--- config.mk ---
export PLATFORM = sky130hd
export DESIGN_NAME = fc_argmax_flat
export DESIGN_NICKNAME = d
export VERILOG_FILES = /design/src/rtl/fc_argmax_if.sv /design/src/rtl/fc_argmax.sv /design/src/flat_wrapper.sv
export SDC_FILE = /design/constraint.sdc
export NUM_CORES = 1
export LEC_CHECK = 0
export CAP_MARGIN = 25
export CORE_UTILIZATION = 55
export DETAILED_ROUTE_END_ITERATION = 10
export MAX_ROUTING_LAYER = met4
export PLACE_DENSITY = 0.9
export SYNTH_ARGS = -nofsm -noshare
export SYNTH_HDL_FRONTEND = slang
export SYNTH_SLANG_ARGS = --single-unit
--- constraint.sdc ---
create_clock -name CLK -period 6.3 [get_ports CLK]
set_input_delay 0.63 -clock CLK [delete_from_list [all_inputs] [get_ports CLK]]
set_output_delay 0.63 -clock CLK [all_outputs]
set_load 0.005 [all_outputs]
--- src/rtl/fc_argmax_if.sv ---
// ----------------------------------------------------------------------------
// fc_argmax_if
//   Groups the signals between the FC node bank, the argmax block and the
//   result consumer.
//
//   Handshake rules:
//     - Input side: a vector is taken on a rising edge where in_valid and
//       in_ready are both high. in_valid while in_ready is low is ignored.
//       The block does not buffer it.
//     - Output side: a result is handed over on a rising edge where
//       out_valid and out_ready are both high. class_idx and max_val stay
//       stable for as long as out_valid is high.
//
//   Signals:
//     in_valid   : node bank results valid (bank valid_out)
//     in_data    : M node results, node k at [k*DATA_WIDTH +: DATA_WIDTH]
//     in_ready   : block can accept a new vector
//     out_valid  : class_idx / max_val hold a result
//     out_ready  : consumer accepts the result
//     class_idx  : index of the largest node result
//     max_val    : bit-exact copy of the largest node result
//     busy       : high while scanning or holding a result
//
//   Modports:
//     slave  : the argmax block
//     master : the environment (node bank plus consumer)
// ----------------------------------------------------------------------------
interface fc_argmax_if #(
   parameter int DATA_WIDTH = 32,
   parameter int M          = 10,
   parameter int IDX_W      = 4
);
   logic                    in_valid;
   logic [M*DATA_WIDTH-1:0] in_data;
   logic                    in_ready;
   logic                    out_valid;
   logic                    out_ready;
   logic [IDX_W-1:0]        class_idx;
   logic [DATA_WIDTH-1:0]   max_val;
   logic                    busy;

   modport slave (
      input  in_valid, in_data, out_ready,
      output in_ready, out_valid, class_idx, max_val, busy
   );

   modport master (
      output in_valid, in_data, out_ready,
      input  in_ready, out_valid, class_idx, max_val, busy
   );
endinterface

--- src/rtl/fc_argmax.sv ---
// ----------------------------------------------------------------------------
// fc_argmax
//   Classification stage behind a bank of M fully-connected output nodes.
//   The block captures all M IEEE-754 single-precision results in one cycle.
//   It then scans them serially, one compare per cycle, and presents the
//   index and the bit-exact value of the largest result.
//
//   Ports:
//     CLK        : clock, all state changes on the rising edge
//     RST_N      : asynchronous active-low reset
//     bus        : fc_argmax_if.slave (in_valid/in_data/in_ready,
//                  out_valid/out_ready/class_idx/max_val, busy)
//     dbg_state  : current FSM state (0=IDLE, 1=SCAN, 2=DONE)
//
//   Ordering used by the scan:
//     - Sign-magnitude order. +0 and -0 compare equal.
//     - Infinities are ordered normally.
//     - Any NaN ranks below every non-NaN.
//     - Only a strictly greater element replaces the running best, so the
//       lowest index wins a tie. An all-NaN vector reports element 0.
// ----------------------------------------------------------------------------
module fc_argmax #(
   parameter int DATA_WIDTH = 32,
   parameter int M          = 10,
   parameter int IDX_W      = 4
) (
   input  logic       CLK,
   input  logic       RST_N,
   fc_argmax_if.slave bus,
   output logic [1:0] dbg_state
);

   localparam int EXP_W  = 8;
   localparam int MANT_W = DATA_WIDTH - 1 - EXP_W;
   localparam int VEC_W  = M * DATA_WIDTH;
   // One extra bit, so that an M of 2^IDX_W never wraps the counter.
   localparam int CNT_W  = IDX_W + 1;
   localparam logic [CNT_W-1:0] LAST_CNT = CNT_W'(M - 1);

   typedef enum logic [1:0] {
      IDLE = 2'd0,
      SCAN = 2'd1,
      DONE = 2'd2
   } state_t;

   state_t                state_q, state_d;
   logic [VEC_W-1:0]      cap_q,   cap_d;
   logic [DATA_WIDTH-1:0] best_q,  best_d;
   logic [IDX_W-1:0]      idx_q,   idx_d;
   logic [CNT_W-1:0]      cnt_q,   cnt_d;
   logic [DATA_WIDTH-1:0] scan_elem;

   function automatic logic is_nan(input logic [DATA_WIDTH-1:0] w);
      return (w[DATA_WIDTH-2 -: EXP_W] == {EXP_W{1'b1}}) &&
             (w[MANT_W-1:0] != '0);
   endfunction

   // Returns 1 when a is strictly greater than b in the scan ordering.
   function automatic logic fp_gt(input logic [DATA_WIDTH-1:0] a,
                                  input logic [DATA_WIDTH-1:0] b);
      logic [DATA_WIDTH-2:0] mag_a;
      logic [DATA_WIDTH-2:0] mag_b;
      logic                  sgn_a;
      logic                  sgn_b;
      logic                  res;
      mag_a = a[DATA_WIDTH-2:0];
      mag_b = b[DATA_WIDTH-2:0];
      sgn_a = a[DATA_WIDTH-1];
      sgn_b = b[DATA_WIDTH-1];
      res   = 1'b0;
      if (is_nan(a)) begin
         res = 1'b0;
      end else if (is_nan(b)) begin
         res = 1'b1;
      end else if ((mag_a == '0) && (mag_b == '0)) begin
         // +0 and -0 are equal. The sign is ignored here.
         res = 1'b0;
      end else if (!sgn_a && sgn_b) begin
         res = 1'b1;
      end else if (sgn_a && !sgn_b) begin
         res = 1'b0;
      end else if (!sgn_a) begin
         res = (mag_a > mag_b);
      end else begin
         // Both values are negative, so the smaller magnitude is the larger value.
         res = (mag_a < mag_b);
      end
      return res;
   endfunction

   // The element under compare this cycle. It is only used in SCAN, where
   // cnt_q is in the range 1..M-1.
   assign scan_elem = cap_q[cnt_q*DATA_WIDTH +: DATA_WIDTH];

   always_comb begin
      state_d = state_q;
      cap_d   = cap_q;
      best_d  = best_q;
      idx_d   = idx_q;
      cnt_d   = cnt_q;
      unique case (state_q)
         IDLE: begin
            if (bus.in_valid) begin
               cap_d   = bus.in_data;
               best_d  = bus.in_data[DATA_WIDTH-1:0];
               idx_d   = '0;
               cnt_d   = CNT_W'(1);
               state_d = (M == 1) ? DONE : SCAN;
            end
         end
         SCAN: begin
            if (fp_gt(scan_elem, best_q)) begin
               best_d = scan_elem;
               idx_d  = cnt_q[IDX_W-1:0];
            end
            cnt_d = cnt_q + CNT_W'(1);
            if (cnt_q == LAST_CNT) begin
               state_d = DONE;
            end
         end
         DONE: begin
            if (bus.out_ready) begin
               state_d = IDLE;
            end
         end
         default: begin
            state_d = IDLE;
         end
      endcase
   end

   always_ff @(posedge CLK or negedge RST_N) begin
      if (!RST_N) begin
         state_q <= IDLE;
         cap_q   <= '0;
         best_q  <= '0;
         idx_q   <= '0;
         cnt_q   <= '0;
      end else begin
         state_q <= state_d;
         cap_q   <= cap_d;
         best_q  <= best_d;
         idx_q   <= idx_d;
         cnt_q   <= cnt_d;
      end
   end

   assign bus.in_ready  = (state_q == IDLE);
   assign bus.out_valid = (state_q == DONE);
   assign bus.busy      = (state_q != IDLE);
   assign bus.class_idx = idx_q;
   assign bus.max_val   = best_q;
   assign dbg_state     = state_q;

endmodule

--- src/flat_wrapper.sv ---
// flat-port wrapper written by rule: the top's interface ports become plain ports
module fc_argmax_flat 
#(
   parameter int DATA_WIDTH = 32,
   parameter int M          = 10,
   parameter int IDX_W      = 4
)
  (CLK, RST_N, dbg_state, bus_in_valid, bus_in_data, bus_out_ready, bus_in_ready, bus_out_valid, bus_class_idx, bus_max_val, bus_busy);
  fc_argmax_if #(.DATA_WIDTH(DATA_WIDTH), .M(M), .IDX_W(IDX_W)) bus_i ();
  input  logic CLK;
  input  logic RST_N;
  output logic [1:0] dbg_state;
  input wire logic [$bits(bus_i.in_valid)-1:0] bus_in_valid;
  input wire logic [$bits(bus_i.in_data)-1:0] bus_in_data;
  input wire logic [$bits(bus_i.out_ready)-1:0] bus_out_ready;
  output wire logic [$bits(bus_i.in_ready)-1:0] bus_in_ready;
  output wire logic [$bits(bus_i.out_valid)-1:0] bus_out_valid;
  output wire logic [$bits(bus_i.class_idx)-1:0] bus_class_idx;
  output wire logic [$bits(bus_i.max_val)-1:0] bus_max_val;
  output wire logic [$bits(bus_i.busy)-1:0] bus_busy;
  assign bus_i.in_valid = bus_in_valid;
  assign bus_i.in_data = bus_in_data;
  assign bus_i.out_ready = bus_out_ready;
  assign bus_in_ready = bus_i.in_ready;
  assign bus_out_valid = bus_i.out_valid;
  assign bus_class_idx = bus_i.class_idx;
  assign bus_max_val = bus_i.max_val;
  assign bus_busy = bus_i.busy;
  fc_argmax #(.DATA_WIDTH(DATA_WIDTH), .M(M), .IDX_W(IDX_W)) u_core (.CLK(CLK), .RST_N(RST_N), .bus(bus_i), .dbg_state(dbg_state));
endmodule
==> results of run 1 <==
==> synth_stat cells, types with 3 or more instances <==
library cell	count	area [µm²]
a211oi_1	3	22.52
a21oi_1	40	200.2
a221o_1	11	110.1
a221oi_1	8	70.07
a22o_1	5	43.79
a22oi_1	3	22.52
and2_1	3	18.77
and4_1	3	26.28
buf_1	13	48.80
buf_12	3	60.06
buf_2	10	50.05
buf_6	6	67.56
clkbuf_1	88	330.3
dfrtp_1	363	9084
ha_1	33	412.9
inv_1	37	138.9
mux2_1	3	33.78
mux2_2	8	90.09
mux2i_1	105	1051
mux4_2	50	1126
nand2_1	981	3682
nand3_1	7	35.03
nand4_1	17	106.4
nor2_1	60	225.2
nor2b_1	7	43.79
nor3_1	20	100.1
nor4_1	7	43.79
o211ai_1	4	30.03
o21ai_0	13	65.06
o22a_1	15	131.4
==> worst min-delay path by stage <==
stage	endpoint	slack, ns	start	cells past startpoint
finish	u_core.cap_q[196]	0.15	RST_N	1
global route	u_core.cap_q[196]	0.24	RST_N	1
CTS	u_core.cap_q[196]	0.21	RST_N	1
detailed placement	u_core.cap_q[147]	0.46	u_core.cap_q[147]	2
global placement	u_core.cap_q[53]	0.45	u_core.cap_q[53]	2
floorplan	u_core.bus.class_idx[0]	0.33	RST_N	0
==> per-stage QoR <==
stage | instance area [µm²] | power (mW)
2_1_floorplan | 17660 | 8.402
3_3_place_gp | 21470 | 10.26
3_5_place_dp | 21530 | 10.50
4_1_cts | 22700 | 12.73
5_1_grt | 22700 | 13.60
6_report | 22700 | 12.81
==> placed cells by master (no fill, tap or decap), types with 11 or more instances in the layout <==
cell type / netlist / routed
nor2_1: 60 / 60
nor3_1: 20 / 20
mux2i_1: 105 / 105
o21ai_0: 13 / 13
o22a_1: 15 / 15
inv_1: 37 / 37
nand4_1: 17 / 17
nand2_1: 981 / 980
a21oi_1: 40 / 40
clkbuf_16: 0 / 39
ha_1: 33 / 33
a221o_1: 11 / 11
mux4_2: 50 / 50
clkdlybuf4s50_1: 0 / 363
dfrtp_1: 363 / 360
buf_4: 1 / 19
==> flip-flops by register name, indices dropped and copies added, names as in the netlist <==
| register | cells |
|---|---|
| u_core.bus.class_idx | 4 |
| u_core.cnt_q | 5 |
| u_core.bus.max_val | 32 |
| u_core.dbg_state | 2 |
| u_core.cap_q | 320 |
==> layout make-up <==
class,count,area share
Clock buffer,54,0.04811
Sequential cell,363,0.4004
Tap cell,402,0.02215
Inverter,38,0.006282
Antenna cell,1,0.0001102
Multi-Input combinational cell,1429,0.3473
Timing Repair Buffer,388,0.1720
Clock inverter,10,0.003637
==> layer usage <==
layer | global-route usage | wire, µm | up-vias | share of wire
met1 | 0.5070 | 23470 | 7665 | 0.41
met2 | 0.5502 | 26740 | 821 | 0.47
met3 | 0.06874 | 5644 | 104 | 0.098
met5 | - | 0 | - | 0
met4 | 0.1051 | 1599 | 0 | 0.028
li1 | - | - | 6974 | -
==> logic make-up (layout without fill, tap and decap cells) <==
kind of cell,Yosys count,count (layout),synth area share
buf+inv,159,490,0.04003
mux,166,166,0.1303
other cells,0,1,0
fa+ha+maj,33,33,0.02338
simple gates,1119,1119,0.2481
compound gates,111,111,0.04379
flops,363,363,0.5144
==> where the power goes <==
part	total (mW)	switching (mW)	leakage (nW)	internal, mW
Sequential	4.37	0.903	4.51	3.46
Combinational	6.28	3.52	6.26	2.76
Clock	2.16	0.915	0.585	1.25
Total	12.8	5.34	11.4	7.47
==> worst max-delay path, cell delays in order, from the launching register on <==
cell and delay [ns]:
dfrtp_4 0.88, buf_4 0.45, mux4_2 0.56, a221oi_1 0.61
nor2_1 0.09, ha_1 0.31, and4_1 0.23, nand4_1 0.12
nor3_1 0.39, a21oi_1 0.12, o211ai_1 0.20, nand4_1 0.75
buf_4 0.52, mux2i_1 0.15
==> summary.md, run 1 <==
| Metric | Value |
|---|---|
| Status | `complete, no violations` |
| WP data arrival | `5.90 ns` |
| Clk_lat worst skew | `0.52 ns` |
| Skew final | `0.01195 ns` |
| CTS tree | `done` |
| Port Buffer Count | `364` |
| First-pass GRT wire length | `87,950 µm` |
| Final GP Congestion | `1.027` |
| Chip height | `181.2 µm` |
| Clock Sinks | `363` |
| CP required | `6.70 ns` |
| Max IR drop VDD | `0.2688 mV` |
| Vias per cell | `5.797` |
| Synth cell types | `48` |
| R2r startpoint | `u_core.cnt_q[0]` |
| Minimum clock period | `5.508 ns` |
| I/O pin count | `365` |
| Inserted Clock Buffers | `38` |
| Actual slew at the worst max-slew pin | `0.9944 ns` |
| Setup slack, reg-to-reg | `0.79 ns` |
| CTS resizes | `0` |
| Crit share post-route | `0.8742` |
| FILL cells | `2,223` |
| Slew Limit Fails | `0` |
| Post-Syn Nets | `2,308` |
| Area Growth Syn to Fin | `28.58%` |
| Hold_ws | `0.1508 ns` |
| Cts hold-fix bufs | `0` |
| Post-route core utilization | `0.7195` |
| Total of max-cap violations | `0` |
| Hold Crit Class | `input pin to async pin` |
| RSZ-0062 raised after global routing | `false` |
| Setup TNS | `0 ns` |
| GRT Resource Usage Total | `0.3649` |
| Critical Path End | `u_core.bus.max_val[18]` |
| Total wire length | `57,450 µm` |
| Startpoint types | `flop` |
| Max-Slew Margin vs Limit | `0.3371` |
| Crit path capture type | `flop` |
| Core area | `31,560 µm²` |
| Vias | `15,564` |
| CTS root buffer | `clkbuf_16` |
| Mapped Area | `17,660 µm²` |
| Seq cells post-synth | `363` |
| Wire per inst | `21.40 µm` |
| Pwr per Cell Area | `564.0 nW/µm²` |
| Max FO, Critical Path | `41` |
| Mapped Cells | `1,951` |
| Fmax | `181.6 MHz` |
| Postcts setup bufs | `0` |
| Die Area | `32,830 µm²` |
| Layout cells sized above 1 | `0.06442` |
| RR Endpoint | `u_core.bus.max_val[18]` |
| DRT antenna net count | `0` |
| Ys async rst share | `1.000` |
| Finish-stage setup viols | `0` |
| Largest net degree at the start of global routing | `215` |
| Warnings from Yosys | `0` |
| Initial antenna violation count | `2` |
| Clock-pin slew on the worst setup and hold paths | `0.06 ns` |
| CP Class | `flop to flop` |
| # DRC | `0` |
| Die Wd | `181.2 µm` |
| Non-Filler Instances | `2,685` |
| Synth Area per Inst | `9.051 µm²` |
| H-tree Lvls | `2` |
| Final hold vios | `0` |
| Fin nets | `2,615` |
| DP HPWL | `42,100 µm` |
| R2r worst-path depth | `13` |
| Clock buffer depth | `3` |
| Seq/Total Area, Yosys | `0.5144` |
| CP startpoint | `u_core.cnt_q[0]` |
| DP Cell Count | `2,620` |
| Pleak | `11.36 nW` |
| Setup WS post-layout | `0.7923 ns` |
| Vias in the first global route | `15,272` |
| Row count | `65` |
| Area of the multi-input gates | `7885 µm²` |
| Most common flop cell mapped by yosys | `dfrtp_1` |
| Starting density of the core | `0.5596` |
| FF/Latch Area | `9090 µm²` |
| Drt first pass iters | `5` |
| GR Overflow Total | `0` |
| Post-Place Worst Slack | `0.8349 ns` |
| Iter 0 DRT Violations | `1,615` |
| EDFF count, synth | `0` |
Note: power is estimated with default switching activity, not from simulation.
==> run 2, diff against run 1 <==
--- a/config.mk
+++ b/config.mk
@@ -10,6 +10,7 @@
 export DETAILED_ROUTE_END_ITERATION = 10
 export MAX_ROUTING_LAYER = met4
 export PLACE_DENSITY = 0.9
+export SKIP_CTS_REPAIR_TIMING = 1
 export SYNTH_ARGS = -nofsm -noshare
 export SYNTH_HDL_FRONTEND = slang
 export SYNTH_SLANG_ARGS = --single-unit
==> results of run 2 <==
Final layout, timing and power as in run 1 (identical DEF).
==> run 3, diff against run 2 <==
--- a/config.mk
+++ b/config.mk
@@ -8,8 +8,10 @@
 export CAP_MARGIN = 25
 export CORE_UTILIZATION = 55
 export DETAILED_ROUTE_END_ITERATION = 10
+export GPL_TIMING_DRIVEN = 0
 export MAX_ROUTING_LAYER = met4
 export PLACE_DENSITY = 0.9
+export RECOVER_POWER = 50
 export SKIP_CTS_REPAIR_TIMING = 1
 export SYNTH_ARGS = -nofsm -noshare
 export SYNTH_HDL_FRONTEND = slang
==> summary.md, run 3 (synthesis results as in run 1) <==
| Metric | Value |
|---|---|
| Pwr per Cell Area | `586.9 nW/µm² (+4.1%)` |
| Hold_ws | `0.4725 ns (+0.3217 ns)` |
| CTS root buffer | `clkbuf_16` |
| Top reg by flops | `u_core.cap_q` |
| ANT cells | `0 (-1)` |
| Chip height | `181.2 µm (unchanged)` |
| Skew final | `0.01309 ns (+0.001143 ns)` |
| Row count | `65 (unchanged)` |
| Max IR drop VDD | `0.3741 mV (+39%)` |
| Clock Sinks | `363 (unchanged)` |
| Clock buffer depth | `3 (unchanged)` |
| Minimum clock period | `5.504 ns (-0.003859 ns)` |
| GRT Resource Usage Total | `0.4327 (+0.06783)` |
| Buf+Inv Stages, Crit Path | `5 (+3)` |
| Most frequent CP cell | `buf_2` |
| Finish-stage setup viols | `0 (unchanged)` |
| CP required | `6.71 ns (about the same)` |
| Die Wd | `181.2 µm (unchanged)` |
| Startpoint types | `flop` |
| Clk_lat worst skew | `0.54 ns (+0.02 ns)` |
| Most frequent cells in the layout | `nand2_1, dfrtp_1, clkdlybuf4s50_1` |
| Actual slew at the worst max-slew pin | `4.583 ns (+3.589 ns)` |
| Met1 wire length | `25,750 µm (+9.7%)` |
| Hold Crit Class | `flop to flop` |
| Crit path cell chain | `buf_2, buf_6, buf_2, buf_2, mux2i_1, nor2_1, a221oi_1, nor2_1, ha_1, nand4_1, nor3_1, o31ai_1, o211ai_1, a21oi_1, o211ai_1, nand4_1, buf_6, mux2_1` |
| Vias | `16,949 (+8.9%)` |
| DRT antenna net count | `0 (unchanged)` |
| Inserted Clock Buffers | `38 (unchanged)` |
| Largest net degree at the start of global routing | `104 (-52%)` |
| Max FO, Critical Path | `10 (-76%)` |
| CP Class | `flop to flop` |
| WL met3 | `7258 µm (+29%)` |
| Layout cells sized above 1 | `0.06033 (-0.004090)` |
| Slew Limit Fails | `86 (+86)` |
| Final GP Congestion | `1.004 (-2.2%)` |
| Setup slack, reg-to-reg | `0.80 ns (about the same)` |
| Slowest cell on the critical path | `a221oi_1` |
| Drt first pass iters | `6 (+1)` |
| Fin nets | `2,717 (+3.9%)` |
| CTS tree | `done` |
| Initial antenna violation count | `0 (-2)` |
| Fin area | `23,170 µm² (+2.1%)` |
| RSZ-0062 raised after global routing | `false` |
| Vias in the first global route | `16,798 (+10%)` |
| Pleak | `11.57 nW (+1.8%)` |
| DP Cell Count | `2,722 (+3.9%)` |
| Total of max-cap violations | `1 (+1)` |
| Topmost layer with routed signal wires | `met4` |
| Wire per inst | `24.57 µm (+15%)` |
| Non-Filler Instances | `2,789 (+3.9%)` |
| CP top delay family | `buffers and inverters` |
| Iter 0 DRT Violations | `1,796 (+11%)` |
| Commonest non-fill, non-tap cell in the layout | `nand2_1` |
| First-pass GRT wire length | `101,500 µm (+15%)` |
| Core area | `31,560 µm² (unchanged)` |
| WP data arrival | `5.91 ns (about the same)` |
| Largest register FFs | `320 (unchanged)` |
| Vias per cell | `6.077 (+4.8%)` |
| Port Buffer Count | `364 (unchanged)` |
| Fmax | `181.7 MHz (about the same)` |
| Dpl cell area | `21,900 µm² (+1.7%)` |
| # DRC | `0 (unchanged)` |
| Post-Place Worst Slack | `0.8713 ns (+0.03635 ns)` |
| Final hold vios | `0 (unchanged)` |
| CP peak stage delay | `0.71 ns (-0.17 ns)` |
| I/O pin count | `365 (unchanged)` |
| Die Area | `32,830 µm² (unchanged)` |
| Starting density of the core | `0.5596 (unchanged)` |
| Met2 Routed Length | `31,520 µm (+18%)` |
| Crit path capture type | `flop` |
| Status | `complete, but fails checks` |
| DP HPWL | `52,350 µm (+24%)` |
| Clock-pin slew on the worst setup and hold paths | `0.07 ns (about the same)` |
| Max-Slew Margin vs Limit | `-2.055 (-2.392)` |
| H-tree Lvls | `2 (unchanged)` |
| Pwr Total | `13.60 mW (+6.2%)` |
| Violated checks | `max-capacitance violations, max-slew violations` |
| Area Growth Syn to Fin | `31.23%` |
| Setup WS post-layout | `0.7962 ns (+0.003859 ns)` |
| GR Overflow Total | `0 (unchanged)` |
| Crit share post-route | `0.8736 (about the same)` |
| Total wire length | `68,520 µm (+19%)` |
## run 3: cell count changes in the layout (fill, tap and decap cells not counted), moves of 3 or more
cell,previous run,this run
clkbuf_1,9,97
clkdlybuf4s50_1,363,328
dlygate4sd3_1,0,35
buf_4,19,1
buf_1,0,13
buf_2,0,12
buf_6,0,6
clkbuf_8,6,10
clkinv_2,7,3
dfrtp_1,360,363
## run 3: final timing paths
kind                       cells past startpoint         startpoint                    end
setup reg to reg                              18    u_core.cnt_q[0]  u_core.bus.max_val[0]
min in group asynchronous                      1              RST_N      u_core.cap_q[195]
hold / removal                                 2  u_core.cap_q[104]      u_core.cap_q[104]
max in group asynchronous                      4              RST_N      u_core.cap_q[270]
hold reg to reg                                2  u_core.cap_q[104]      u_core.cap_q[104]
setup / recovery                              18    u_core.cnt_q[0]  u_core.bus.max_val[0]
## run 3: metrics by stage
stage / TNS [ns] / utilization
detailed placement: 0 / 0.6941
global route: 0 / 0.7344
floorplan: 0 / -
CTS: 0 / 0.7347
global placement: -3891.01 / 0.6910
finish: 0 / 0.7344
## run 3: where the power goes
| part | total, mW | switching [mW] | internal (mW) |
|---|---|---|---|
| Sequential | 4.22 | 0.758 | 3.46 |
| Clock | 2.35 | 0.967 | 1.38 |
| Combinational | 7.04 | 4.16 | 2.87 |
## run 3: tightest hold or removal path, cell delays in order (launching register included)
cell and delay, ns:
dfrtp_1 0.34, nand2_1 0.05, nand2_1 0.05
## run 3: area by class of cell
type | count | area, µm²
plain buffers | 121 | 564.3
clock buffers | 57 | 1144
clock inverters | 10 | 138.9
fillers | 2233 | 8382
inverters | 38 | 142.6
multi-input cells | 1429 | 7868
flip-flops and latches | 363 | 9084
well taps | 402 | 503.0
repair buffers | 369 | 3730
## run 3: metal layers
metal  vias up  global-route usage
met4         0              0.2112
met1      8230              0.5484
met3       287             0.08466
li1       7179                   -
met5         -                   -
met2      1253              0.6694
